**src/rtl/pipe_ctrl.sv**
```systemverilog
// Pipeline sequencer for the 5-stage core: turns load-use, branch and data-memory
// wait hazards into PC/IF-ID enables, flush and bubble controls, with perf counters.
module pipe_ctrl #(
    parameter int TIMEOUT = 16,
    parameter int CNT_W   = 32
) (
    input  logic             clk,
    input  logic             rst_n,
    input  logic [4:0]       IF_ID_rs1,
    input  logic [4:0]       IF_ID_rs2,
    input  logic             IF_ID_use_rs2,
    input  logic             ID_EX_mem_read,
    input  logic [4:0]       ID_EX_rd,
    input  logic             pc_src,
    input  logic             EX_MEM_mem_req,
    input  logic             dmem_ready,
    input  logic             err_clr,
    output logic             dmem_req,
    output logic             pc_write,
    output logic             IF_ID_write,
    output logic             IF_flush,
    output logic             ID_EX_bubble,
    output logic             pipe_hold,
    output logic             MEM_WB_bubble,
    output logic             mem_err,
    output logic [CNT_W-1:0] stall_cnt,
    output logic [CNT_W-1:0] flush_cnt
);

    localparam int TO_W = (TIMEOUT < 1) ? 1 : $clog2(TIMEOUT + 1);
    localparam logic [TO_W-1:0]  TO_ONE  = TO_W'(1);
    localparam logic [TO_W-1:0]  TO_MAX  = TO_W'(TIMEOUT);
    localparam logic [CNT_W-1:0] CNT_ONE = CNT_W'(1);
    localparam logic [CNT_W-1:0] CNT_MAX = '1;

    typedef enum logic [1:0] {RUN, MEM_WAIT, ERR} state_t;

    state_t          state, state_nxt;
    logic [TO_W-1:0] to_cnt, to_nxt;
    logic            err_nxt;
    logic            freeze_raw, req_raw, freeze, load_use;

    assign load_use = ID_EX_mem_read && (ID_EX_rd != 5'd0) &&
                      ((ID_EX_rd == IF_ID_rs1) || (IF_ID_use_rs2 && (ID_EX_rd == IF_ID_rs2)));

    // NOTE: every signal assigned here gets a default first, so no path can infer a latch.
    always_comb begin
        state_nxt  = state;
        to_nxt     = to_cnt;
        err_nxt    = mem_err;
        freeze_raw = 1'b0;
        req_raw    = 1'b0;
        unique case (state)
            RUN: begin
                req_raw = EX_MEM_mem_req;
                if (EX_MEM_mem_req && !dmem_ready) begin
                    freeze_raw = 1'b1;
                    state_nxt  = MEM_WAIT;
                    to_nxt     = TO_ONE;
                end
            end
            MEM_WAIT: begin
                req_raw = 1'b1;
                // The completing cycle lets the pipeline advance with the returned data.
                if (dmem_ready) begin
                    state_nxt = RUN;
                    to_nxt    = '0;
                end else begin
                    freeze_raw = 1'b1;
                    if (to_cnt == TO_MAX) begin
                        state_nxt = ERR;
                        err_nxt   = 1'b1;
                    end else begin
                        to_nxt = to_cnt + TO_ONE;
                    end
                end
            end
            ERR: begin
                freeze_raw = 1'b1;
                if (err_clr) begin
                    state_nxt = RUN;
                    err_nxt   = 1'b0;
                    to_nxt    = '0;
                end
            end
            default: state_nxt = RUN;
        endcase
    end

    // While reset is held any in-flight access is abandoned, so request and freeze drop at once.
    assign dmem_req = req_raw && rst_n;
    assign freeze   = freeze_raw && rst_n;

    always_comb begin
        pc_write      = 1'b1;
        IF_ID_write   = 1'b1;
        IF_flush      = 1'b0;
        ID_EX_bubble  = 1'b0;
        pipe_hold     = 1'b0;
        MEM_WB_bubble = 1'b0;
        if (freeze) begin
            pc_write      = 1'b0;
            IF_ID_write   = 1'b0;
            pipe_hold     = 1'b1;
            MEM_WB_bubble = 1'b1;
        end else if (load_use) begin
            // Branch operands are stale here; the decoder re-resolves pc_src next cycle.
            pc_write     = 1'b0;
            IF_ID_write  = 1'b0;
            ID_EX_bubble = 1'b1;
        end else if (pc_src) begin
            IF_flush = 1'b1;
        end
    end

    // NOTE: sequential state uses non-blocking assignments so all flops update together.
    always_ff @(posedge clk or negedge rst_n) begin
        if (!rst_n) begin
            state     <= RUN;
            to_cnt    <= '0;
            mem_err   <= 1'b0;
            stall_cnt <= '0;
            flush_cnt <= '0;
        end else begin
            state   <= state_nxt;
            to_cnt  <= to_nxt;
            mem_err <= err_nxt;
            if (!pc_write && (stall_cnt != CNT_MAX)) stall_cnt <= stall_cnt + CNT_ONE;
            if (IF_flush && (flush_cnt != CNT_MAX)) flush_cnt <= flush_cnt + CNT_ONE;
        end
    end

endmodule
```
**config.mk**
```make
export PLATFORM = sky130hd
export DESIGN_NAME = pipe_ctrl
export DESIGN_NICKNAME = d
export VERILOG_FILES = /design/src/rtl/pipe_ctrl.sv
export SDC_FILE = /design/constraint.sdc
export NUM_CORES = 1
export LEC_CHECK = 0
export ABC_AREA = 1
export BUFFER_PORTS_ARGS = -buffer_cell sky130_fd_sc_hd__buf_2
export CAP_MARGIN = 10
export CELL_PAD_IN_SITES_DETAIL_PLACEMENT = 0
export CELL_PAD_IN_SITES_GLOBAL_PLACEMENT = 2
export CORE_MARGIN = 2
export CORE_UTILIZATION = 27
export CTS_CLUSTER_DIAMETER = 80
export DETAILED_ROUTE_END_ITERATION = 12
export PLACE_DENSITY_LB_ADDON = 0.1
export RECOVER_POWER = 100
export SYNTH_ARGS = -nofsm -noshare
export SYNTH_HDL_FRONTEND = slang
export SYNTH_SLANG_ARGS = --single-unit
```
**constraint.sdc**
```tcl
create_clock -name clk -period 2 [get_ports clk]
set_clock_uncertainty 0.1 [all_clocks]
set_input_delay 0 -clock clk [delete_from_list [all_inputs] [get_ports clk]]
set_output_delay 0 -clock clk [all_outputs]
set_load 0.03 [all_outputs]
```
## After elaboration in Yosys (flattened, before gate mapping)

Cells that the tools add are included.

| operators by class | value |
|---|---|
| add/subtract/negate cells | 3 |
| equality and inequality tests | 13 |
| multiplexer cells | 26 |
| reduce and logical (&&, ||, !) cells | 18 |

Operators by type and width:

| cell | number |
|---|---|
| 32-bit by 1-bit adder with 32-bit output (second input constant) | 2 |
| 32-bit inequality test (second input constant) | 2 |
| 5-bit two-way mux | 4 |
| 5-bit case mux with 3 select lines | 1 |
| 1-bit two-way mux | 13 |
| 5-bit equality test | 2 |
| 1-bit logical AND | 8 |
| 2-bit two-way mux | 4 |
| 2-bit inequality test (second input constant) | 4 |
| 4-bit AND reduction | 2 |
| 3-bit inequality test (second input constant) | 2 |
| 2-bit case mux with 3 select lines | 1 |
| 5-bit by 1-bit adder with 5-bit output (second input constant) | 1 |
| 5-bit equality test (second input constant) | 1 |
| 5-bit nonzero test | 1 |
| 1-bit case mux with 2 select lines | 2 |
| 1-bit case mux with 3 select lines | 1 |
| 3-bit AND reduction | 1 |
| 3-bit nonzero test | 1 |
| 2-bit by 1-bit equality test with 1-bit output (second input constant) | 1 |
| 2-bit equality test (second input constant) | 1 |
| 1-bit logical NOT | 2 |
| 2-bit logical NOT | 1 |
| 2-bit nonzero test | 1 |
| 1-bit logical OR | 1 |

| word-level totals | value |
|---|---|
| register bits | 72 |
| input bits | 23 |
| output and inout port bits | 72 |
| word-level logic and storage cells | 65 |

## Longest topological paths before layout

| depth | value |
|---|---|
| depth in word-level cells | 8 |
| mapped depth | 12 |
| depth with buffers taken out | 11 |

## Least setup slack after synthesis

Ideal clock, no wire load.

| timing | value |
|---|---|
| kind | flip-flop to flip-flop |
| start | register state[1] |
| end | register stall_cnt[14] |
| setup time | 65 ps |
| arrival time | 1964 ps |
| required time | 1835 ps |
| slack | -129 ps |
| cell stages (with the launch flop) | 13 |
| buffers on the path | 2 |
| period minus slack after synthesis | 2129 ps |
| cells stage by stage | dfrtp_1 -> inv_1 -> ha_1 -> a21oi_1 -> nor2_1 -> nor2_1 -> nor2_2 -> inv_1 -> nand2_2 -> buf_4 -> buf_2 -> nand3_1 -> nand2_1 |

| on the way | value |
|---|---|
| cells in the longest elaborated chain, start to end | 6 |
| elaborated cells between the ends (all ways) | 8 |
| those cells by class | eq/ne (2); mux (2); reduce/logical (4) |

RTL lines:

| what | RTL line | text |
|---|---|---|
| start, declared | 38 | `state_t state, state_nxt;` |
| start signal, assigned | 125 | `state <= state_nxt;` |
| 2-bit equality test (tied with other cells) | 53 | `unique case (state)` |
| 1-bit case mux with 3 select lines * | 53 |  |
| 1-bit logical AND * | 92 | `assign freeze = freeze_raw && rst_n;` |
| 1-bit two-way mux * | 101 | `if (freeze) begin` |
| 1-bit logical NOT * | 128 | `if (!pc_write && (stall_cnt != CNT_MAX)) stall_cnt <= stall_cnt + CNT_ONE;` |
| 1-bit logical AND * | 128 |  |
| end signal, assigned | 128 |  |
| end, declared | 26 | `output logic [CNT_W-1:0] stall_cnt,` |

Every way passes the cells marked *; elsewhere a longest branch is shown, timed or not.
A chain may end at the register's enable or synchronous reset.

## Final worst setup path

| timing | value |
|---|---|
| start | register state[1] |
| end | output port IF_flush |

| on the way | value |
|---|---|
| cells in the longest elaborated chain, start to end | 4 |
| elaborated cells between the ends (all ways) | 6 |
| those cells by class | eq/ne (2); mux (2); reduce/logical (2) |

RTL lines:

| what | RTL line | text |
|---|---|---|
| 2-bit equality test (tied with other cells) | 53 |  |
| 1-bit case mux with 3 select lines * | 53 |  |
| 1-bit logical AND * | 92 |  |
| 1-bit two-way mux * | 101 |  |
| end, declared | 21 | `output logic IF_flush,` |

Marks and branches as above.

==> impl_results.md <==
* Status: complete, no violations
* Dominant cells by area after synthesis: dfrtp_1 (35%), nand2_1 (25%), nor2_1 (7.3%), nand4_1 (4.5%), nand3_1 (4.5%)
* P&R area growth vs syn at 28.0%
* Detailed Route WL at 18500 um
* Max Clock Freq at 522 MHz
* Worst-path fanout max at 4
* Worst VDD drop at 0.000395 V
* R2R cell count at 9
* Number of global-route vias before repair at 5524
* Antenna violations before repair at 0
* Synth async-reset ratio at 100%
* Die height at 142 um
* WL/cell at 15.8 um
* Dominant cell type by area after synthesis: dfrtp_1
* Starting DRC count in detailed routing at 264
* GRT Resource Usage Total at 19.1%
* Ports at 95
* CTS clk-pin slew, worst paths at 0.06 ns
* Setup CP Type: reg2out
* Via density at 4.69
* First-pass DRT Iterations at 4
* Met2 usage in global routing at 34.9%
* FF-to-FF setup slack at 0.13 ns
* Worst Hold Class: in2reg
* CTS root buf: clkbuf_16
* Crit path cell chain: inv_2, ha_2, a21oi_2, nor2_1, nor2_2, nor2_4, inv_2, nand2_4, nor2_4, buf_6
* CP arrival at 1.82 ns
* CORE AREA at 0.0187 mm^2
* Leak pwr at 3.14 nW
* Final Hold Viols at 0
* Register area share after synthesis at 34.9%
* # fillers at 2076
* CP endpoint kind: output pin
* ANT nets after route at 0
* CTS tree: built
* Worst Hold End: state[0]
* WHS at 0.0604 ns
* Required time of the critical path at 1.90 ns
* DP Area at 0.00627 mm^2
* Worst-skew pair later-pin latency at 0.35 ns
* Placed Cells incl. Taps at 1148
* Chip width at 142 um
* Mapped Nets at 817
* Final setup vio count at 0
* Max cap viols at 0
* Predominant post-synthesis flop cell: dfrtp_1
* Drt drc at 0
* Most common cell after layout, fill and taps aside: nand2_1
* Post-route cell area at 0.00660 mm^2
* Slowest cell delay on critical path at 0.40 ns
* CTS Buffer Depth at 2
* Hold path depth at 5
* Final Cycle Share at 95.8%
* Mapped cell area at 0.00516 mm^2
* Via count at 5487
* Hold_sp: EX_MEM_mem_req
* Max-slew headroom at 22.2%
* R2r endpoint: stall_cnt[16]
* Syn Area/Cell at 6.56 um^2
* PD cells at 792 mW/mm^2
* Critical path launch point type: flip-flop
* Initial Util at 27.6%
* First-pass GRT wire length at 29800 um
* Ant diodes at 0
* Share of the synthesized area in the top cell type at 34.9%
* Met3 usage in global routing at 3.10%
* Routing usage on met1 at 23.1%
* Pin count of the biggest net entering global routing at 41
* CP max stage cell: dfrtp_1
* Worst-Margin Slew at 1.17 ns
* Pwr Total at 5.23 mW
* Fin nets at 965
* Die area at 0.0202 mm^2
* HPWL Detailed at 13900 um
* FF+latch count, synth at 72
* RSZ-0062 raised after global routing: true
* Row cnt at 50
* Multi-input combinational cell area at 0.00306 mm^2
* Remaining global-route overflow at 0
* RePlAce Congestion at 0.789
* Num CTS Buffers at 9
* Tmin final at 1.92 ns
* Most frequent cells in the layout: nand2_1 (338), nor2_1 (98), clkbuf_1 (69)
* Post-synth EDFFs at 0
* Clock Sinks at 72
* Max-slew violation count at 0
* R2r startpoint: state[0]
* Share of post-route cells with drive strength above 1 at 14.4%
* Fin cells at 1171
* Post-synth cell types at 33
* FF/Latch Area at 0.00181 mm^2
* Most used routing layer: met2
* Port buffer count at 94
* Mapped Cells at 786
* H-tree depth at 3
* Yosys warnings at 0
worst max-delay path, delay by kind of cell (launching register included):
family	cells	cell delay (ns)
compound gates	1	0.12
buf+inv	3	0.30
simple gates	5	0.46
fa+ha+maj	1	0.19
flops	1	0.40
synth_stat cells, types with 3 or more instances:
cell      instances
buf_1             3
xnor2_1          14
inv_1            55
buf_4             6
nand4_1          37
nor3_1           12
nor2_2            3
dfrtp_1          72
o21ai_0          13
nand3_1          46
ha_1              8
a21oi_1           4
nand3b_1         18
nand2_1         339
nor2_1          100
clkbuf_1          4
nor3_2            3
buf_6             3
buf_2             7
xor2_1           22
logic make-up (layout without fill, tap and decap cells):
| family | count (synthesis) | count (layout) | synth area share [%] |
|---|---|---|---|
| buf+inv | 80 | 231 | 6.87 |
| flops | 72 | 72 | 34.9 |
| compound gates | 21 | 21 | 2.21 |
| xor+xnor | 36 | 36 | 6.11 |
| fa+ha+maj | 8 | 8 | 1.94 |
| simple gates | 569 | 569 | 47.9 |
area by class of cell:
class	count	area share [%]
clock buffers	13	3.94
repair buffers	160	14.6
multi-input cells	634	46.3
inverters	57	3.24
flip-flops and latches	72	27.4
well taps	234	4.43
clock inverters	1	0.0758
where the power goes:
part	switching [mW]	leakage [nW]	internal, mW
logic	1.23	2.03	0.686
clock network	0.649	0.132	0.894
registers	0.164	0.979	1.60
total	2.05	3.14	3.18
flip-flops by register name (all words and copies together), names as in the netlist:
name	cells
mem_err	1
to_cnt	5
flush_cnt	32
stall_cnt	32
state	2
metal layers:
layer | share of wire [%] | vias up
met3 | 2.7 | 16
met1 | 44 | 2586
met5 | 0 | -
met4 | 1.6 | 0
met2 | 52 | 83
li1 | - | 2802
stage by stage:
stage	util (%)	setup WS (ns)	setup TNS, ns
after floorplan	-	-0.00825	-0.00825
after global placement	33.5	0.0953	0
after detailed placement	33.5	0.0546	0
after CTS	35.7	0.00179	0
after global routing	35.3	-0.0308	-0.0689
final	35.3	0.0840	0
how the worst max path moves through the flow:
stage	depth (start not counted)	slack (ns)	end	startpoint
4_1_cts	10	0.002	IF_flush	state[1]
6_report	10	0.08	IF_flush	state[1]
3_3_place_gp	11	0.1	stall_cnt[6]	state[1]
2_1_floorplan	11	-0.008	IF_flush	state[0]
3_5_place_dp	12	0.05	stall_cnt[2]	state[1]
5_1_grt	10	-0.03	IF_flush	state[1]
repair_timing:
item / CTS / global route
hold buffers: 4 / 0
gates resized for setup: 10 / 15
pin swaps: 3 / 4
endpoints found under the hold margin: 74 / 0
setup endpoints to repair: 4 / 64
buffers inserted: 5 / 0
gates cloned: 1 / 0
Note: power is estimated with default switching activity, not from simulation.
